$ cat src/rtl/bus_cmd_master.sv
// bus_cmd_master: upstream bus command driver.
// Requests arrive on a valid/ready port and are buffered in a small FIFO. Each
// request goes out as a single-cycle bus command. Read data is captured the
// cycle after a read command and returned as a one-cycle response pulse.
module bus_cmd_master #(
  parameter int ADDR_WIDTH = 16,
  parameter int DATA_WIDTH = 16,
  parameter int DEPTH      = 4
) (
  input  logic                  clk,
  input  logic                  rst,
  input  logic                  req_valid,
  output logic                  req_ready,
  input  logic                  req_op,
  input  logic [ADDR_WIDTH-1:0] req_addr,
  input  logic [DATA_WIDTH-1:0] req_wdata,
  output logic                  rsp_valid,
  output logic [ADDR_WIDTH-1:0] rsp_addr,
  output logic [DATA_WIDTH-1:0] rsp_rdata,
  output logic                  bus_cmd_valid,
  output logic                  bus_op,
  output logic [ADDR_WIDTH-1:0] bus_addr,
  output logic [DATA_WIDTH-1:0] bus_wr_data,
  input  logic [DATA_WIDTH-1:0] bus_rd_data,
  output logic                  busy
);

  localparam int PTR_W = $clog2(DEPTH);
  localparam int CNT_W = $clog2(DEPTH) + 1;
  localparam logic [CNT_W-1:0] CNT_ONE  = CNT_W'(1);
  localparam logic [CNT_W-1:0] CNT_FULL = CNT_W'(DEPTH);
  localparam logic [PTR_W-1:0] PTR_ONE  = PTR_W'(1);

  typedef enum logic [1:0] {
    ST_IDLE    = 2'd0,
    ST_ISSUE   = 2'd1,
    ST_WAIT_RD = 2'd2
  } state_t;

  // FIFO storage and bookkeeping
  logic                  fifo_op_r   [DEPTH];
  logic [ADDR_WIDTH-1:0] fifo_addr_r [DEPTH];
  logic [DATA_WIDTH-1:0] fifo_data_r [DEPTH];
  logic [PTR_W-1:0]      wr_ptr_r;
  logic [PTR_W-1:0]      rd_ptr_r;
  logic [CNT_W-1:0]      count_r;
  logic [CNT_W-1:0]      count_next_s;
  logic                  req_ready_r;
  logic                  fifo_empty_s;
  logic                  push_s;
  logic                  pop_s;

  // FSM and command register
  state_t                state_r;
  state_t                state_next_s;
  logic                  cmd_op_r;
  logic [ADDR_WIDTH-1:0] cmd_addr_r;
  logic [DATA_WIDTH-1:0] cmd_data_r;

  // Response registers
  logic                  rsp_valid_r;
  logic [ADDR_WIDTH-1:0] rsp_addr_r;
  logic [DATA_WIDTH-1:0] rsp_rdata_r;

  // req_ready is registered, so it reflects fullness before any same-cycle pop.
  assign fifo_empty_s = (count_r == {CNT_W{1'b0}});
  assign push_s       = req_valid && req_ready_r;

  // Next FIFO occupancy from this cycle's push/pop pair.
  always_comb begin
    count_next_s = count_r;
    case ({push_s, pop_s})
      2'b10:   count_next_s = count_r + CNT_ONE;
      2'b01:   count_next_s = count_r - CNT_ONE;
      default: count_next_s = count_r;
    endcase
  end

  // FIFO payload storage; contents are don't-care while unoccupied.
  always_ff @(posedge clk) begin
    if (push_s) begin
      fifo_op_r[wr_ptr_r]   <= req_op;
      fifo_addr_r[wr_ptr_r] <= req_addr;
      fifo_data_r[wr_ptr_r] <= req_wdata;
    end
  end

  // FIFO pointers (wrap naturally since DEPTH is a power of two), count and ready.
  always_ff @(posedge clk or posedge rst) begin
    if (rst) begin
      wr_ptr_r    <= {PTR_W{1'b0}};
      rd_ptr_r    <= {PTR_W{1'b0}};
      count_r     <= {CNT_W{1'b0}};
      req_ready_r <= 1'b1;
    end else begin
      if (push_s) begin
        wr_ptr_r <= wr_ptr_r + PTR_ONE;
      end
      if (pop_s) begin
        rd_ptr_r <= rd_ptr_r + PTR_ONE;
      end
      count_r     <= count_next_s;
      req_ready_r <= (count_next_s != CNT_FULL);
    end
  end

  // FSM state register.
  always_ff @(posedge clk or posedge rst) begin
    if (rst) begin
      state_r <= ST_IDLE;
    end else begin
      state_r <= state_next_s;
    end
  end

  // FSM next state and FIFO pop decision.
  always_comb begin
    state_next_s = state_r;
    pop_s        = 1'b0;
    case (state_r)
      ST_IDLE: begin
        if (!fifo_empty_s) begin
          pop_s        = 1'b1;
          state_next_s = ST_ISSUE;
        end else begin
          state_next_s = ST_IDLE;
        end
      end
      ST_ISSUE: begin
        if (!cmd_op_r) begin
          state_next_s = ST_WAIT_RD;
        end else if (!fifo_empty_s) begin
          // Streaming writes: reload the command register without a gap.
          pop_s        = 1'b1;
          state_next_s = ST_ISSUE;
        end else begin
          state_next_s = ST_IDLE;
        end
      end
      ST_WAIT_RD: begin
        state_next_s = ST_IDLE;
      end
      default: begin
        state_next_s = ST_IDLE;
      end
    endcase
  end

  // Command register loads the FIFO head on every pop; read data is zeroed.
  always_ff @(posedge clk or posedge rst) begin
    if (rst) begin
      cmd_op_r   <= 1'b0;
      cmd_addr_r <= {ADDR_WIDTH{1'b0}};
      cmd_data_r <= {DATA_WIDTH{1'b0}};
    end else if (pop_s) begin
      cmd_op_r   <= fifo_op_r[rd_ptr_r];
      cmd_addr_r <= fifo_addr_r[rd_ptr_r];
      cmd_data_r <= fifo_op_r[rd_ptr_r] ? fifo_data_r[rd_ptr_r] : {DATA_WIDTH{1'b0}};
    end else begin
      cmd_op_r   <= cmd_op_r;
      cmd_addr_r <= cmd_addr_r;
      cmd_data_r <= cmd_data_r;
    end
  end

  // Read capture: slave data is valid during WAIT_RD; pulse rsp_valid next cycle.
  always_ff @(posedge clk or posedge rst) begin
    if (rst) begin
      rsp_valid_r <= 1'b0;
      rsp_addr_r  <= {ADDR_WIDTH{1'b0}};
      rsp_rdata_r <= {DATA_WIDTH{1'b0}};
    end else begin
      rsp_valid_r <= (state_r == ST_WAIT_RD);
      if (state_r == ST_WAIT_RD) begin
        rsp_addr_r  <= cmd_addr_r;
        rsp_rdata_r <= bus_rd_data;
      end else begin
        rsp_addr_r  <= rsp_addr_r;
        rsp_rdata_r <= rsp_rdata_r;
      end
    end
  end

  // Bus fields are decoded from registers and held at zero outside the strobe.
  assign bus_cmd_valid = (state_r == ST_ISSUE);
  assign bus_op        = bus_cmd_valid && cmd_op_r;
  assign bus_addr      = bus_cmd_valid ? cmd_addr_r : {ADDR_WIDTH{1'b0}};
  assign bus_wr_data   = (bus_cmd_valid && cmd_op_r) ? cmd_data_r : {DATA_WIDTH{1'b0}};

  assign req_ready = req_ready_r;
  assign rsp_valid = rsp_valid_r;
  assign rsp_addr  = rsp_addr_r;
  assign rsp_rdata = rsp_rdata_r;
  assign busy      = !fifo_empty_s || (state_r != ST_IDLE);

endmodule

$ cat config.mk
export PLATFORM = sky130hd
export DESIGN_NAME = bus_cmd_master
export DESIGN_NICKNAME = d
export VERILOG_FILES = /design/src/rtl/bus_cmd_master.sv
export SDC_FILE = /design/constraint.sdc
export NUM_CORES = 1
export LEC_CHECK = 0
export CAP_MARGIN = 30
export CORE_UTILIZATION = 40
export DETAILED_ROUTE_END_ITERATION = 16
export PLACE_DENSITY = 0.58
export SLEW_MARGIN = 25
export SYNTH_ARGS = -nofsm -noshare
export SYNTH_HDL_FRONTEND = slang
export SYNTH_SLANG_ARGS = --single-unit
$ cat constraint.sdc
create_clock -name clk -period 3.9 [get_ports clk]
set_clock_uncertainty 0.05 [all_clocks]
set_input_delay 0.39 -clock clk [delete_from_list [all_inputs] [get_ports clk]]
set_output_delay 0.39 -clock clk [all_outputs]
set_load 0.02 [all_outputs]
After elaboration in Yosys (flattened, before gate mapping)

Memory sizes are Yosys's and may differ from the RTL's. A register that Yosys moved wholly into a read port is not among the register bits.
Index checks and enable logic that the tools add are counted.

Muxes and demuxes: 12
Multiply operators: 0
Shift-type cells: 0
Order comparisons: 0
Reduce and logical (&&, ||, !) cells: 7
Bitwise operators: 0
Divide/modulo/power cells: 0
Add/sub/neg operators: 4
Eq/ne operators: 5

Operators with widths:

| kind                                                                  | count |
|---|---|
| 16-bit two-way mux                                                    | 3 |
| 3-bit one-hot mux with 2 select lines                                 | 1 |
| 1-bit two-way mux                                                     | 5 |
| 2-bit by 1-bit adder with 2-bit output, second input constant         | 2 |
| 2-bit by 1-bit equality test with 1-bit output, second input constant | 2 |
| 2-bit equality test, second input constant                            | 2 |
| 2-bit one-hot mux with 2 select lines                                 | 1 |
| 3-bit by 1-bit adder with 3-bit output, second input constant         | 1 |
| 3-bit logical NOT                                                     | 1 |
| 3-bit != test, second input constant                                  | 1 |
| 3-bit by 1-bit subtractor with 3-bit output, second input constant    | 1 |
| 1-bit logical AND                                                     | 2 |
| 2-bit logical NOT                                                     | 1 |
| 2-bit two-way mux                                                     | 1 |
| 1-bit one-hot mux with 2 select lines                                 | 1 |
| 2-bit nonzero test                                                    | 1 |
| 1-bit logical NOT                                                     | 1 |
| 1-bit logical OR                                                      | 1 |

Bits in read-only memories: 0
Output and inout port bits: 69
Bits in registers: 60
Logic and storage cells: 41
Memories: 3
RAM bits: 132
Bits in latches: 0

Memories:

| memory      | words | width | read ports | clocked after Yosys merged registers in | wr ports | RTL line | source |
|---|---|---|---|---|---|---|---|
| fifo_addr_r | 4     | 16    | 1          | 1                                       | 1        | 42       | `logic [ADDR_WIDTH-1:0] fifo_addr_r [DEPTH];` |
| fifo_data_r | 4     | 16    | 1          | 0                                       | 1        | 43       | `logic [DATA_WIDTH-1:0] fifo_data_r [DEPTH];` |
| fifo_op_r   | 4     | 1     | 1          | 0                                       | 1        | 41       | `logic fifo_op_r [DEPTH];` |

Longest topological paths before layout

Depth after elaboration: 7
Mapped depth: 9

Worst setup path before layout

OpenSTA, ideal clock, no wires.

Path type: flip-flop to flip-flop
From: register state_r[0]
To: register req_ready_r (netlist: req_ready)
Library setup time: 0.082 ns
Arrival time: 2.431 ns
Setup slack: 1.337 ns
Stages on the path, launching flop included: 10
Cells stage by stage: dfrtp_1 -> nor2b_1 -> nor3_4 -> buf_4 -> ha_1 -> inv_1 -> fa_1 -> xor2_1 -> or3_1 -> a211o_1

Cells in the longest elaborated chain, start to end: 5
Elaborated cells between the ends (all ways): 7
Those cells by class: 4 x eq/ne; 2 x mux; 1 x reduce/logical

Ends and longest elaborated chain:

| item                                                                                  | RTL line | source |
|---|---|---|
| start, declared                                                                       | 54       | `state_t state_r;` |
| start signal, assigned                                                                | 112      | `state_r <= state_next_s;` |
| 2-bit by 1-bit equality test with 1-bit output or 2-bit logical NOT (tied branches)   | 120      | `case (state_r)` |
| 1-bit one-hot mux with 2 select lines (*)                                             | 120      |  |
| named net pop_s                                                                       | 51       | `logic pop_s;` |
| 2-bit by 1-bit equality test with 1-bit output or 2-bit equality test (tied branches) | 72       | `case ({push_s, pop_s})` |
| 3-bit one-hot mux with 2 select lines (*)                                             | 72       |  |
| 3-bit != test (*)                                                                     | 103      | `req_ready_r <= (count_next_s != CNT_FULL);` |
| end signal, assigned                                                                  | 103      |  |
| end, declared                                                                         | 48       | `logic req_ready_r;` |

The timed path passes the listed nets; every way through them passes the cells marked *.
A chain may end at the register's enable or synchronous reset.

Final worst setup path

From: register state_r[1]
To: output bus_wr_data[13]

Cells in the longest elaborated chain, start to end: 3

Ends and longest elaborated chain:

| item                                           | RTL line | source |
|---|---|---|
| 2-bit by 1-bit equality test with 1-bit output | 185      | `assign bus_cmd_valid = (state_r == ST_ISSUE);` |
| 1-bit logical AND                              | 188      | `assign bus_wr_data = (bus_cmd_valid && cmd_op_r) ? cmd_data_r : {DATA_WIDTH{1'b0}};` |
| 16-bit two-way mux                             | 188      |  |
| end, declared                                  | 23       | `output logic [DATA_WIDTH-1:0] bus_wr_data,` |

No other way between the ends.

==> results_dict.tcl <==
set metrics [dict create \
    status "complete, no violations" \
    fin_crit_sh 0.789 \
    gp_congestion 0.674 \
    grt_max_degree 36 \
    slew_headroom 0.565 \
    synth_top_family_by_area "multiplexers" \
    peakVddDrop_uv 395 \
    tightest_slew_ns 0.653 \
    ys_seq_area_frac 0.721 \
    netlist_instances 429 \
    cp_max_fo 20 \
    synth_edf_count 132 \
    syn_nets 487 \
    holdWs_ns 0.180 \
    synth_area_per_cell_sq_um 19.0 \
    hp-class "in -> async" \
    total_power_w 0.00887 \
    antenna_found_initial 0 \
    totalNegativeSetupSlack_ns 0 \
    grt_overflow 0 \
    hold_viol 0 \
    yosys.area_share.adder 0.0102 \
    leakage_nw 3.95 \
    syn_area_sq_um 8140 \
    final_cell_mix "edfxtp_1, clkdlybuf4s50_1, dfrtp_1" \
    synthArstFlopShare 0.365 \
    drc 0 \
    htree_levels 1 \
    cap_violations 0 \
    cts_buffers 23 \
    clk_path_buf_depth 3 \
    die_h_microns 145 \
    grt.total_usage 0.158 \
    drtAntennaViolNets 0 \
    place_hpwl_microns 9910 \
    drt-initial-drc-count 207 \
    cts_tree "built" \
    p_per_area_nw_per_um2 850 \
    final-max-slew-violation-count 0 \
    rows 51 \
    yosys.cell_types.count 28 \
    worst-setup-path-type "reg -> out" \
    dr.pass1.iters 4 \
    clk_pin_slew_ns 0.06 \
    muxShareOfSynthArea 0.188 \
    syn_to_final_growth_pct 28.3 \
    drt-vias-per-instance 4.88 \
    period_minus_slack_ns 3.08 \
    placed_area_sq_um 9680 \
    synth_xor_area_frac 0.00538 \
    ctsResizeCount 0 \
    drive_above_1_share 0.232 \
    finalSetupViolCount 0 \
    fin_area_sq_um 10400 \
    num-nets-final 622 \
    rsz0062_at_grt "false" \
    diodes 0 \
    vias 4126 \
    hold_buffers 0 \
    synth_flop_cell "edfxtp_1" \
    cts_sinks 208 \
    core_sq_um 19700 \
    port_buffers 120 \
    mostFrequentLayoutCell "edfxtp_1" \
    crit_path_end_kind "output pin" \
    grt_pass1_vias 4340 \
    insertion_delay_ns 0.50 \
    synth_simple_gate_area_frac 0.0458 \
    start_kind "flop" \
    post-cts-setup-buffers 0 \
    crit_required_ns 3.46 \
    design.die.area_sq_um 20900 \
    wirelength_microns 15600 \
    avgRoutedWirePerCell_microns 18.5 \
    io_pins 121 \
    cp_data_arrival_time_ns 2.64 \
    grt_pass1_wl_microns 24500 \
    start_util 0.413 \
    root_buffer "clkbuf_16" \
    yosys_warnings 0 \
    die_w_microns 145 \
    synth_compound_gate_area_share 0.00169 \
    synth-seq-cells 208 \
    fmax_mhz 325 \
]
==> final timing paths <==
| kind | startpoint | to | slack [ns] | cells after the start |
|---|---|---|---|---|
| max | state_r[1] | bus_wr_data[13] | 0.82 | 4 |
| min | rst | rsp_rdata[8] | 0.18 | 2 |
| max reg2reg | cmd_op_r | req_ready | 1.31 | 8 |
| min reg2reg | rsp_addr[8] | rsp_addr[8] | 0.45 | 1 |
| max in group asynchronous | rst | cmd_addr_r[1] | 2.72 | 4 |
| min in group clk | rsp_addr[8] | rsp_addr[8] | 0.45 | 1 |
==> where the power goes <==
group	switching (W)	internal, W	total, W
Sequential	0.000359	0.00305	0.00341
Combinational	0.00161	0.00179	0.00339
Clock	0.000822	0.00125	0.00207
Total	0.00279	0.00608	0.00887
==> registers in the layout (all words and copies together) (netlist names) <==
name,flops
count_r,3
cmd_op_r,1
fifo_addr_r,64
cmd_addr_r,16
fifo_op_r,4
wr_ptr_r,2
rsp_addr,16
req_ready,1
cmd_data_r,16
state_r,2
rd_ptr_r,2
rsp_valid,1
fifo_data_r,64
rsp_rdata,16
==> metal layers <==
layer	vias up	GRT usage	share of wire
li1	1879	-	-
met2	110	0.280	0.52
met3	30	0.0325	0.047
met1	2107	0.194	0.41
met5	-	0	0
met4	0	0.0476	0.025
==> worst max-delay path, cell delays in order, from the launching register on <==
cell and delay [ns]:
dfrtp_1 0.45, nor2b_2 0.48, buf_4 0.35, and3_1 0.24
clkdlybuf4s50_1 0.62
==> logic make-up (layout without fill, tap and decap cells) <==
group                    after synthesis  count (layout)
flip-flops                           208             208
buffers and inverters                 43             195
XOR/XNOR                               5               5
adder cells (fa/ha/maj)                6               6
multiplexers                         100             100
AO/OA/AOI/OAI                          2               2
AND/OR/NAND/NOR                       65              65
==> cell usage after synthesis, types with 2 or more instances <==
library cell  count  share of area
ha_1              5         0.0077
and2_1           17          0.013
xnor2_1           2         0.0022
buf_2             7         0.0043
dfrtp_1          75           0.23
and3_1           20          0.015
nand2_1          19         0.0088
buf_4             2         0.0018
mux4_2           30          0.083
inv_1            22          0.010
buf_6             6         0.0083
nor2b_1           4         0.0031
mux2_2           38          0.053
mux2_4           12          0.022
mux2i_1          17          0.021
edfxtp_1        132           0.49
clkbuf_1          6         0.0028
xor2_1            3         0.0032
mux4_1            3         0.0097
==> cell type report <==
| class | count | area (sq um) |
|---|---|---|
| clock buffer | 32 | 619 |
| multi-input combinational | 178 | 2060 |
| clock inverter | 10 | 108 |
| fill | 1551 | 9280 |
| timing repair buffer | 131 | 1370 |
| sequential | 208 | 5870 |
| tap | 265 | 332 |
| inverter | 22 | 83.8 |
==> through the flow <==
step / setup WS, ns / instances / util
after floorplan: 1.34 / 429 / -
after global placement: 1.35 / 798 / 0.486
after detailed placement: 1.33 / 803 / 0.491
after CTS: 0.801 / 845 / 0.528
after global routing: 0.659 / 846 / 0.529
final: 0.824 / 846 / 0.529
No activity file was read; power rests on OpenSTA's default activity.
